<file path="src/rtl/alu_pkg.sv">
// ============================================================================
// Module      : alu_pkg
// Description : Opcode constants shared by the ALU and the control decoder.
// Revision    : 1.0 - initial release
// ============================================================================
`default_nettype none

package alu_pkg;

    localparam int OPCODE_WIDTH = 4;

    localparam logic [OPCODE_WIDTH-1:0] ALU_AND  = 4'b0000;
    localparam logic [OPCODE_WIDTH-1:0] ALU_OR   = 4'b0001;
    localparam logic [OPCODE_WIDTH-1:0] ALU_ADD  = 4'b0010;
    localparam logic [OPCODE_WIDTH-1:0] ALU_XOR  = 4'b0011;
    localparam logic [OPCODE_WIDTH-1:0] ALU_SLL  = 4'b0100;
    localparam logic [OPCODE_WIDTH-1:0] ALU_SRL  = 4'b0101;
    localparam logic [OPCODE_WIDTH-1:0] ALU_SUB  = 4'b0110;
    localparam logic [OPCODE_WIDTH-1:0] ALU_SLT  = 4'b0111;
    localparam logic [OPCODE_WIDTH-1:0] ALU_SRA  = 4'b1000;
    localparam logic [OPCODE_WIDTH-1:0] ALU_SLTU = 4'b1001;
    localparam logic [OPCODE_WIDTH-1:0] ALU_NOR  = 4'b1100;

endpackage : alu_pkg

`default_nettype wire

</file>
<file path="src/rtl/alu_core.sv">
// ============================================================================
// Module      : alu_core
// Description : Combinational RV32 integer ALU datapath, one shared adder.
// Revision    : 1.0 - initial release
// ============================================================================
`default_nettype none

module alu_core
    import alu_pkg::*;
#(
    parameter int DATA_WIDTH = 32
) (
    input  logic [OPCODE_WIDTH-1:0] operation,
    input  logic [DATA_WIDTH-1:0]   X,
    input  logic [DATA_WIDTH-1:0]   Y,
    output logic [DATA_WIDTH-1:0]   result
);

    localparam int SHAMT_WIDTH = $clog2(DATA_WIDTH);

    logic                   subtract;
    logic [DATA_WIDTH-1:0]  adder_b;
    logic [DATA_WIDTH-1:0]  adder_sum;
    logic [SHAMT_WIDTH-1:0] shamt;
    logic                   lt_signed;
    logic                   lt_unsigned;
    logic [DATA_WIDTH-1:0]  sra_result;

    // Subtraction reuses the adder as X + ~Y + 1.
    assign subtract  = (operation == ALU_SUB);
    assign adder_b   = subtract ? ~Y : Y;
    assign adder_sum = X + adder_b + {{(DATA_WIDTH-1){1'b0}}, subtract};

    assign shamt       = Y[SHAMT_WIDTH-1:0];
    assign lt_signed   = ($signed(X) < $signed(Y));
    assign lt_unsigned = (X < Y);
    assign sra_result  = $signed(X) >>> shamt;

    always_comb begin
        result = '0;
        case (operation)
            ALU_AND:  result = X & Y;
            ALU_OR:   result = X | Y;
            ALU_ADD:  result = adder_sum;
            ALU_XOR:  result = X ^ Y;
            ALU_SLL:  result = X << shamt;
            ALU_SRL:  result = X >> shamt;
            ALU_SUB:  result = adder_sum;
            ALU_SLT:  result = {{(DATA_WIDTH-1){1'b0}}, lt_signed};
            ALU_SRA:  result = sra_result;
            ALU_SLTU: result = {{(DATA_WIDTH-1){1'b0}}, lt_unsigned};
            ALU_NOR:  result = ~(X | Y);
            default:  result = '0;
        endcase
    end

endmodule : alu_core

`default_nettype wire

</file>
<file path="src/rtl/alu.sv">
// ============================================================================
// Module      : alu
// Description : Registered RV32 ALU: result and zero flag, one-cycle latency.
// Revision    : 1.0 - initial release
// ============================================================================
`default_nettype none

module alu
    import alu_pkg::*;
#(
    parameter int DATA_WIDTH = 32
) (
    input  logic                    clk,
    input  logic                    rst_n,
    input  logic [OPCODE_WIDTH-1:0] operation,
    input  logic [DATA_WIDTH-1:0]   ALU_in_X,
    input  logic [DATA_WIDTH-1:0]   ALU_in_Y,
    output logic [DATA_WIDTH-1:0]   ALU_out_S,
    output logic                    ZR
);

    logic [DATA_WIDTH-1:0] result;

    alu_core #(
        .DATA_WIDTH (DATA_WIDTH)
    ) u_core (
        .operation (operation),
        .X         (ALU_in_X),
        .Y         (ALU_in_Y),
        .result    (result)
    );

    // Flag is derived from the same comb result so it can never lag the output.
    always_ff @(posedge clk or negedge rst_n) begin
        if (!rst_n) begin
            ALU_out_S <= '0;
            ZR        <= 1'b1;
        end else begin
            ALU_out_S <= result;
            ZR        <= (result == '0);
        end
    end

endmodule : alu

`default_nettype wire

</file>
<file path="config.mk">
export PLATFORM = sky130hd
export DESIGN_NAME = alu
export DESIGN_NICKNAME = d
export VERILOG_FILES = /design/src/rtl/alu_pkg.sv /design/src/rtl/alu_core.sv /design/src/rtl/alu.sv
export SDC_FILE = /design/constraint.sdc
export NUM_CORES = 1
export LEC_CHECK = 0
export ABC_AREA = 1
export CAP_MARGIN = 10
export CORE_MARGIN = 5
export CORE_UTILIZATION = 60
export DETAILED_ROUTE_END_ITERATION = 12
export GPL_TIMING_DRIVEN = 0
export PLACE_DENSITY = 0.93
export SYNTH_ARGS = -nofsm -noshare
export SYNTH_HDL_FRONTEND = slang
export SYNTH_SLANG_ARGS = --single-unit
</file>
<file path="constraint.sdc">
create_clock -name clk -period 1.4 [get_ports clk]
set_clock_uncertainty 0.15 [all_clocks]
set_input_delay 0.21 -clock clk [delete_from_list [all_inputs] [get_ports clk]]
set_output_delay 0.21 -clock clk [all_outputs]
set_load 0.05 [all_outputs]
</file>
==> run summary, run 1 <==
H-tree level count -> 2
Largest net degree at the start of global routing -> 34
Synth warn -> 0
Status -> stopped before the end
Port bufs -> 102
CTS sink cnt -> 33
Remaining Overflow, GRT -> 157
Clock root cell -> clkbuf_16
DP Cell Count -> 2155
Register area share after synthesis -> 8.230%
Row count -> 47
Synth Register Bits -> 33
CTS max path bufs -> 2
Worst End Pin Type -> register data pin
CTS buffer count -> 5
Top-area cell type share of the netlist area -> 21.70%
Total track usage -> 77.13%
Cell taking the most area after synthesis -> nand2_1
Hold Buf Count CTS -> 0
Error -> [ERROR GRT-0232] Routing congestion too high. Check the congestion heatmap in the GUI.
Gpl congestion -> 1.325
Mapped Area -> 0.01005 sq mm
Die Height -> 139.4 microns
Post-DP HPWL -> 35850 microns
Mapped Avg Cell Area -> 5.483 sq um
Post-synth net total -> 2036
Effective utilization at floorplan -> 60.82%
Stop stage -> global routing
Synth unique cells -> 47
Mapped Cells -> 1833
Die width -> 139.4 microns
Worst-path endpoint after global-route repair_timing -> ZR$_DFF_PN1_/D
Io pins -> 103
Synth area leaders -> nand2_1, nand3_1, ha_1
kinds of logic after synthesis:
logic type | share of synthesized area (%)
DFF | 8.230
adders and majority gates | 16.63
AOI/OAI and AO/OA | 10.28
xor gates and xnor gates | 2.963
buffers and inverters | 10.98
and+or+nand+nor | 50.91
synthesized netlist by cell type (all sizes together):
cell type,instances
o22ai,4
and3,2
buf,58
a21boi,2
nand3,384
a211oi,6
o311ai,1
o221ai,2
nor3b,2
xnor2,3
nand4,21
a221oi,1
ha,132
a21o,2
nand2,585
o21bai,4
or3,1
dfstp,1
o21a,9
or2,5
o2111a,1
fa,1
a21oi,78
xor2,31
nor2,157
inv,188
clkinv,1
dfrtp,32
o21ai,57
nand3b,11
clkbuf,19
o2111ai,3
nor4,3
nor3,10
o211ai,10
and2,5
a22o,1
metal layers:
metal / global-route usage, % / overflow
met1: 77.69 / 10
met3: 64.53 / 7
met5: 27.32 / 0
met2: 91.96 / 94
met4: 74.87 / 46
what timing repair did:
| action | 4_1_cts |
|---|---|
| buffers inserted | 75 |
| cloned | 1 |
| endpoints found under the setup margin | 98 |
| pin swaps | 112 |
| resized for setup | 439 |
per-stage QoR:
step | util [%] | setup TNS [ns] | hold slack, ns | area [sq um] | worst slack [ns]
after CTS | 79.18 | -28.98 | 0.2275 | 13080 | -1.304
after detailed placement | 69.55 | -83.58 | 0.7932 | 11490 | -2.633
after global placement | 69.55 | -80.87 | 0.7713 | 11490 | -2.653
after floorplan | - | -26.31 | -0.2356 | 10200 | -1.196
==> run 2: changes to the inputs <==
Settings changed: CORE_UTILIZATION 60 to 40, PLACE_DENSITY 0.93 to unset, PLACE_DENSITY_LB_ADDON set to 0.15.
==> run 2 against run 1 <==
Net effect: the flow now finishes, with violations (negative setup slack); synthesized cell count is the same; synthesized area is the same.
==> run summary, run 2 <==
Register area share after synthesis -> 8.230%
Total track usage -> 38.21%
Share of cells above drive strength 1 -> 27.91%
Critical Path RT -> 1.46 ns
H-tree level count -> 2
Top Registers -> ALU_out_S x32, ZR x1
Setup_tns -> -34.89 ns
Count leader, synth -> nand2_1
Arrival time worst endpoint -> 2.96 ns
PnR worst setup slack -> -1.499 ns
Via count -> 14320
Iteration-0 DRC count of the detailed router -> 2191
Setup Viol. Count Final -> 33
Largest net degree at the start of global routing -> 22
First-pass GRT wire length -> 81850 microns
Headroom to the max-slew limit -> 36.11%
Crit path capture type -> flip-flop
Commonest cells post-synth -> nand2_1, nand3_1, inv_1
Final Total Pwr -> 8.605 mW
Post-synth net total -> 2036
Nets -> 2241
Vias per cell -> 6.046
Post-DP HPWL -> 44490 microns
Diodes inserted -> 0
Internal -> 4.145 mW
Drt pass-1 iters -> 6
Synth warn -> 0
Pleak -> 7.212 nW
Grt met1 use -> 53.06%
EDFF count, synth -> 0
Critical Path Start Type -> primary input
Setup CP Type -> primary input to flip-flop
Commonest non-fill, non-tap cells in the layout -> nand2_1, nand3_1, inv_1
Part of the power in combinational logic -> 73.0%
Mapped Cells -> 1833
Fin area -> 0.01445 sq mm
Most common cell after layout, fill and taps aside -> nand2_1
GR peak layer -> met2
Synth Register Bits -> 33
RSZ-0062 raised after global routing -> yes
Max Cap Viol -> 0
Cell taking the most area after synthesis -> nand2_1
Synth unique cells -> 47
Met3 Track Usage GR -> 8.734%
Max FFs per register -> 32
Hold Buf Count CTS -> 0
Post-DRT Antenna Nets -> 0
Vias in the first global route -> 13110
Seq pwr share -> 12.8%
Worst Tran Pin Value -> 0.9583 ns
Initial antenna violation count -> 0
Mapped Area -> 0.01005 sq mm
Fin crit share -> 207.1%
Post-synth top flop -> dfrtp_1
Die ar. -> 0.02839 sq mm
Die width -> 168.5 microns
Total net switching power -> 4.459 mW
GR Util met2 -> 56.50%
Final Max Slew Viols -> 0
Final core utilization -> 57.87%
Detailed Route WL -> 57490 microns
Synth area leaders -> nand2_1, nand3_1, ha_1
Peak supply drop -> 0.7683 mV
Core Area -> 0.02496 sq mm
Die Height -> 168.5 microns
Largest Register -> ALU_out_S
Sw Share -> 51.82%
Clk slew on worst S/H paths -> 0.05 ns
Wirelength per Cell -> 24.27 microns
Clock group share of total power -> 14.2%
CTS sink cnt -> 33
Achievable Freq -> 345.0 MHz
CTS tree -> done
Io pins -> 103
Port bufs -> 102
Effective utilization at floorplan -> 40.26%
# DRC -> 0
Final Hold Fails -> 0
Top-area cell type share of the netlist area -> 21.70%
PD cells -> 595.6 mW/mm^2
Ys async rst share -> 100.0%
Row count -> 58
CP max FO -> 8
Mapped Avg Cell Area -> 5.483 sq um
Clock root cell -> clkbuf_16
Post-Place Worst Slack -> -2.894 ns
Gpl congestion -> 1.079
Remaining Overflow, GRT -> 0
Area grow syn2layout -> 43.75%
Post-layout min period -> 2.899 ns
Worst hold path class -> primary input to async pin
CTS buffer count -> 5
CTS max path bufs -> 2
Failing checks -> negative setup slack
Placed cell area -> 0.01165 sq mm
Status -> complete, but fails checks
[run 2: cell counts after synthesis]
No cell type changed its count.
[run 2: worst max-delay path by stage]
stage	depth (start not counted)	end	from
finish	23	ZR	operation[1]
global route	23	ZR	operation[1]
CTS	22	ZR	operation[1]
detailed placement	20	ZR	ALU_in_Y[4]
global placement	20	ZR	ALU_in_Y[4]
floorplan	22	ZR	ALU_in_Y[2]
[run 2: cell type report]
type / instances / area [sq um]
fillers: 2492 / 10520
well taps: 330 / 412.9
plain buffers: 77 / 601.8
flip-flops and latches: 33 / 827.0
inverters: 189 / 739.5
clock buffers: 7 / 142.6
clock inverters: 1 / 30.03
repair buffers: 198 / 1916
multi-input cells: 1534 / 9777
[run 2: critical path: stages]
cell and delay (ns):
buf_12 0.10, inv_8 0.03, nor2_4 0.15, nand2_8 0.12, buf_12 0.17, xor2_1 0.15, ha_2 0.40, nand2_1 0.10
nand2_2 0.10, inv_2 0.06, nand2_1 0.07, nand2_1 0.06, nand3b_1 0.20, nand2_1 0.14, nand2_2 0.12, nor2_4 0.07
a21oi_2 0.10, nand2_1 0.09, nor2_1 0.10, nand2_1 0.09, nor2_4 0.11, nand4_1 0.09, nor2_1 0.11
[run 2: cells by family (layout without fill, tap and decap cells)]
logic type | after synthesis | after routing | synth area share (%)
buffers and inverters | 266 | 472 | 10.98
xor gates and xnor gates | 34 | 34 | 2.963
DFF | 33 | 33 | 8.230
and+or+nand+nor | 1186 | 1186 | 50.91
AOI/OAI and AO/OA | 181 | 181 | 10.28
adders and majority gates | 133 | 133 | 16.63
[run 2: stage by stage]
stage                     instances  hold slack (ns)
final                          2369           0.1586
after detailed placement       2266           0.4517
after global routing           2369           0.2277
after CTS                      2344           0.1646
after floorplan                1833          -0.2356
after global placement         2265           0.8068
[run 2: power groups by stage]
stage | Sequential, mW | Clock (mW) | Combinational, mW
after global placement | 1.11 | 0 | 4.67
after detailed placement | 1.11 | 0 | 4.68
after CTS | 1.10 | 1.25 | 5.45
after floorplan | 1.54 | 0 | 2.52
final | 1.10 | 1.22 | 6.28
after global routing | 1.11 | 1.28 | 6.64
[run 2: routing by layer]
metal	up-vias	share of wire, %
met5	-	0
li1	6448	-
met4	0	6.1
met3	204	13
met2	1067	41
met1	6603	40
[run 2: timing repair]
item / CTS / global route
buffers inserted: 70 / 27
resized for setup: 537 / 192
pin swaps: 117 / 95
hold endpoints to repair: 0 / 0
endpoints found under the setup margin: 66 / 34
gates cloned: 1 / 0
(Power assumes the default switching activity.)
==> run 3: changes to the inputs <==
Settings changed: CORE_UTILIZATION 40 to 38.
==> run 3 against run 2 <==
Net effect: the run still ends with negative setup slack left; via count is 0.54% higher; sequential share of layout area about the same; critical path type unchanged; critical endpoint unchanged; global-route usage fell by 1.3 points; non-clock buffer count rose by 1.
==> run summary, run 3 (synthesized netlist as in run 2, its figures left out) <==
Crit path capture type -> flip-flop
Wirelength per Cell -> 25.28 microns
PnR worst setup slack -> -1.565 ns
Headroom to the max-slew limit -> 32.61%
Failing checks -> negative setup slack
Critical Path Start Type -> primary input
Worst hold path class -> primary input to async pin
Final hold slack -> 0.1528 ns
Initial antenna violation count -> 2
Nets -> 2242
Setup_tns -> -35.35 ns
Max FFs per register -> 32
Largest Register -> ALU_out_S
Max Cap Viol -> 0
Status -> complete, but fails checks
Detailed Route WL -> 60030 microns
Iteration-0 DRC count of the detailed router -> 1866
Pleak -> 7.185 nW
CTS max path bufs -> 2
Remaining Overflow, GRT -> 0
Slowest-stage cell, CP -> ha_2
Share of cells above drive strength 1 -> 27.75%
Fillers -> 2588
First-pass GRT wire length -> 84570 microns
Peak supply drop -> 1.120 mV
CTS tree -> done
Worst Tran Pin Value -> 1.007 ns
Worst path max stage delay -> 0.36 ns
Arrival time worst endpoint -> 3.02 ns
CP max FO -> 6
Io pins -> 103
Die Height -> 172.6 microns
Clk slew on worst S/H paths -> 0.05 ns
Final Max Slew Viols -> 0
Largest net degree at the start of global routing -> 24
Post-layout min period -> 2.965 ns
CTS sink cnt -> 33
PD cells -> 592.5 mW/mm^2
Core Area -> 0.02606 sq mm
Top Registers -> ALU_out_S x32, ZR x1
Post-DRT Antenna Nets -> 0
Drt pass-1 iters -> 8
Clock root cell -> clkbuf_16
Die ar. -> 0.02980 sq mm
Critical Path RT -> 1.46 ns
Port bufs -> 102
Via count -> 14400
Final Hold Fails -> 0
Vias per cell -> 6.063
Vias in the first global route -> 13340
# DRC -> 0
Gpl congestion -> 1.026
Setup Viol. Count Final -> 33
Achievable Freq -> 337.3 MHz
Most common cell after layout, fill and taps aside -> nand2_1
Diodes inserted -> 0
Row count -> 59
Cells along the critical path -> buf_8, inv_6, nor2_4, nand2_8, buf_12, xor2_1, ha_2, nand2_1, nand2_1, nand2_1, nand2_2, a21oi_4, nand2_8, o21ai_4, nand3_4, nor2_2, nand2_1, nor2_2, nand4_1, nor2_1
CP most frequent cell -> nand2_1
Effective utilization at floorplan -> 38.57%
Area grow syn2layout -> 42.55%
Final Total Pwr -> 8.488 mW
RSZ-0062 raised after global routing -> yes
Total track usage -> 36.95%
Fin crit share -> 211.8%
Setup CP Type -> primary input to flip-flop
Post-DP HPWL -> 46290 microns
Commonest non-fill, non-tap cells in the layout -> nand2_1, nand3_1, inv_1
Die width -> 172.6 microns
H-tree level count -> 2
Hold Buf Count CTS -> 0
CTS buffer count -> 5
-- run 3: cell types whose count changed in the layout (fill, tap and decap cells not counted), moves of 4 or more --
cell and change:
nor2_1 -6, clkbuf_2 +6, nand3_1 +4, nand3_2 -4, nor2_2 +7, o21ai_1 -6, ha_1 +4, clkdlybuf4s15_2 -7
ha_4 -4
-- run 3: path summary, 6_finish.rpt --
kind | slack [ns] | start | cells past startpoint | endpoint
max in group asynchronous | 0.37 | rst_n | 2 | ZR
min | 0.15 | rst_n | 1 | ALU_out_S[2]
max | -1.56 | operation[1] | 20 | ZR
min in group clk | 0.31 | operation[0] | 5 | ALU_out_S[0]
-- run 3: stage by stage --
step | cells | cell area, sq um | worst slack [ns] | utilization [%]
5_1_grt | 2375 | 14330 | -1.680 | 54.98
4_1_cts | 2354 | 13550 | -1.374 | 51.98
6_report | 2375 | 14330 | -1.565 | 54.98
2_1_floorplan | 1833 | 10200 | -1.196 | -
3_3_place_gp | 2270 | 11640 | -2.933 | 44.66
3_5_place_dp | 2271 | 11660 | -2.952 | 44.76
-- run 3: layer usage --
metal	vias up	global-route usage [%]	wire (microns)
met5	-	2.724	118
met4	4	17.13	3532
met3	220	9.258	7336
met2	1033	53.89	24610
met1	6701	50.79	24440
li1	6442	-	-
-- run 3: layout make-up --
class | count | area, sq um | share of cell area [%]
multi-input combinational | 1534 | 9684 | 67.60
clock buffer | 7 | 152.6 | 1.066
timing repair buffer | 199 | 1886 | 13.16
buffer | 77 | 615.6 | 4.297
clock inverter | 1 | 5.005 | 0.03493
inverter | 189 | 737.0 | 5.144
tap | 335 | 419.2 | 2.926
sequential | 33 | 827.0 | 5.773
-- run 3: timing repair --
| action | 4_1_cts | 5_1_grt |
|---|---|---|
| endpoints found under the hold margin | 0 | 0 |
| cloned | 2 | 0 |
| setup buffers | 77 | 24 |
| pin swaps | 131 | 97 |
| setup endpoints to repair | 66 | 34 |
| resized for setup | 544 | 177 |
-- run 3: worst max-delay path: cells and delay by family --
family / cells / cell delay, ns
XOR/XNOR: 1 / 0.19
AND/OR/NAND/NOR: 13 / 1.54
adder cells (fa/ha/maj): 1 / 0.36
buffers and inverters: 3 / 0.29
AO/OA/AOI/OAI: 2 / 0.41
-- run 3: where the power goes --
group | total (mW) | internal, mW | switching (mW)
logic | 6.28 | 2.16 | 4.12
clock network | 1.10 | 0.750 | 0.352
registers | 1.10 | 1.07 | 0.0289
total | 8.49 | 3.99 | 4.50
==> run 4: changes to the inputs <==
Settings changed: SETUP_SLACK_MARGIN set to 0.1.
Clock period 1.4 ns to 2.8 ns, I/O delays scaled along.
==> run 4 against run 3 <==
Net effect: combinational power decreased by 51%; largest cell class unchanged; critical path depth is 1 lower; final area shrank 2.7%; power fell by 51%; worst hold slack better by 0.19 ns; critical endpoint unchanged; die area stayed put; global-route usage shrank 0.086 points; sequential cell count unchanged; final cell count fell by 0.72%; routed wire length is 0.78% higher; the flow still finishes with violations (negative setup slack).
==> run summary, run 4 (synthesized netlist as in run 2, its figures left out) <==
Status -> complete, but fails checks
Failing checks -> negative setup slack
Die ar. -> 0.02980 sq mm
Via count -> 14350
Post-layout min period -> 3.188 ns
Clk slew on worst S/H paths -> 0.05 ns
Core Area -> 0.02606 sq mm
Diodes inserted -> 0
Setup CP Type -> primary input to flip-flop
Post-DRT Antenna Nets -> 0
Slowest-stage cell, CP -> ha_4
Final Total Pwr -> 4.168 mW
H-tree level count -> 2
Final Hold Fails -> 0
PnR worst setup slack -> -0.3879 ns
Fin area -> 0.01394 sq mm
Largest net degree at the start of global routing -> 25
Final Max Slew Viols -> 0
Total net switching power -> 2.215 mW
Multi-input logic area -> 0.009438 sq mm
Arrival time worst endpoint -> 3.24 ns
Hold Buf Count CTS -> 0
Die width -> 172.6 microns
Most common cell after layout, fill and taps aside -> nand2_1
Iteration-0 DRC count of the detailed router -> 2381
Clock group share of total power -> 13.1%
Die Height -> 172.6 microns
Crit path capture type -> flip-flop
Max Cap Viol -> 0
Commonest non-fill, non-tap cells in the layout -> nand2_1, nand3_1, inv_1
Critical Path Start Type -> primary input
# DRC -> 0
Internal -> 1.953 mW
Top Registers -> ALU_out_S x32, ZR x1
Initial antenna violation count -> 0
CTS sink cnt -> 33
Critical Path RT -> 2.86 ns
Vias per cell -> 6.087
Largest Register -> ALU_out_S
Share of cells above drive strength 1 -> 21.06%
Detailed Route WL -> 60500 microns
Remaining Overflow, GRT -> 0
First-pass GRT wire length -> 84270 microns
Cell family with most CP delay -> simple AND/OR/NAND/NOR gates
CP max FO -> 6
Fin crit share -> 113.9%
Seq. cell area -> 827.0 sq um
Clock root cell -> clkbuf_16
Area grow syn2layout -> 38.68%
Worst path max stage delay -> 0.28 ns
Post-DP HPWL -> 46470 microns
Final hold slack -> 0.3459 ns
Setup Viol. Count Final -> 8
Final core utilization -> 53.48%
Drt pass-1 iters -> 9
Placed cell area -> 0.01160 sq mm
Row count -> 59
Seq pwr share -> 13.2%
Vias in the first global route -> 13040
Cells along the critical path -> buf_12, nor2_4, nand2_8, buf_12, xor2_1, ha_4, nand2_2, inv_1, nand2_1, nand2_2, a21oi_4, nand2_8, o21ai_4, nand3_4, nor2_1, nand2_1, nor2_2, nand4_1, nor2_1
Worst hold path class -> primary input to async pin
Fillers -> 2645
Nets -> 2225
Peak supply drop -> 0.5735 mV
Achievable Freq -> 313.7 MHz
Max FFs per register -> 32
CTS max path bufs -> 2
Part of the power in combinational logic -> 73.7%
Pleak -> 7.210 nW
CTS buffer count -> 5
Gpl congestion -> 1.048
Buf/Inv on CP -> 3
Worst Tran Pin Value -> 1.043 ns
Io pins -> 103
RSZ-0062 raised after global routing -> yes
CTS tree -> done
Effective utilization at floorplan -> 38.57%
Wirelength per Cell -> 25.66 microns
PD cells -> 299.0 mW/mm^2
Headroom to the max-slew limit -> 30.46%
Total track usage -> 36.87%
Sw Share -> 53.14%
Port bufs -> 102
## run 4: final cells by class
| class | instances | share of cell area [%] |
|---|---|---|
| Multi-Input combinational cell | 1534 | 67.72 |
| Clock inverter | 1 | 0.03591 |
| Clock buffer | 7 | 1.095 |
| Sequential cell | 33 | 5.934 |
| Inverter | 189 | 5.306 |
| Buffer | 77 | 4.058 |
| Timing Repair Buffer | 182 | 12.85 |
| Tap cell | 335 | 3.007 |
## run 4: routing by layer
metal	vias up	track usage, %	share of wire [%]	routed length [microns]
li1	6420	-	-	-
met1	6661	52.03	41	24900
met2	1053	53.59	40	24450
met3	220	8.712	12	7444
met4	0	15.48	6.1	3700
met5	-	0	0	0
## run 4: repair_timing
item	CTS	global route
setup endpoints to repair	33	28
gates resized for setup	264	230
gates cloned	2	0
buffers inserted	52	25
pin swaps	74	84
## run 4: worst paths after layout
check,startpoint,end,slack (ns),cells after the start
max,operation[0],ZR,-0.39,19
min,rst_n,ALU_out_S[7],0.35,1
max in group asynchronous,rst_n,ZR,1.59,2
min in group clk,ALU_in_Y[19],ALU_out_S[19],0.70,6
## run 4: through the flow
step	setup WS (ns)	instances	TNS [ns]
floorplan	-0.01685	1833	-0.01685
global placement	-1.857	2270	-37.01
detailed placement	-1.917	2271	-38.59
CTS	-0.2221	2333	-0.3546
global route	-0.4606	2358	-1.596
finish	-0.3879	2358	-0.8487
## run 4: power by group through the flow
stage          logic (mW)  registers (mW)  clock network [mW]
2_1_floorplan        1.25           0.772                   0
3_3_place_gp         2.35           0.556                   0
3_5_place_dp         2.35           0.559                   0
4_1_cts              2.65           0.551               0.560
5_1_grt              3.24           0.554               0.578
6_report             3.07           0.550               0.547
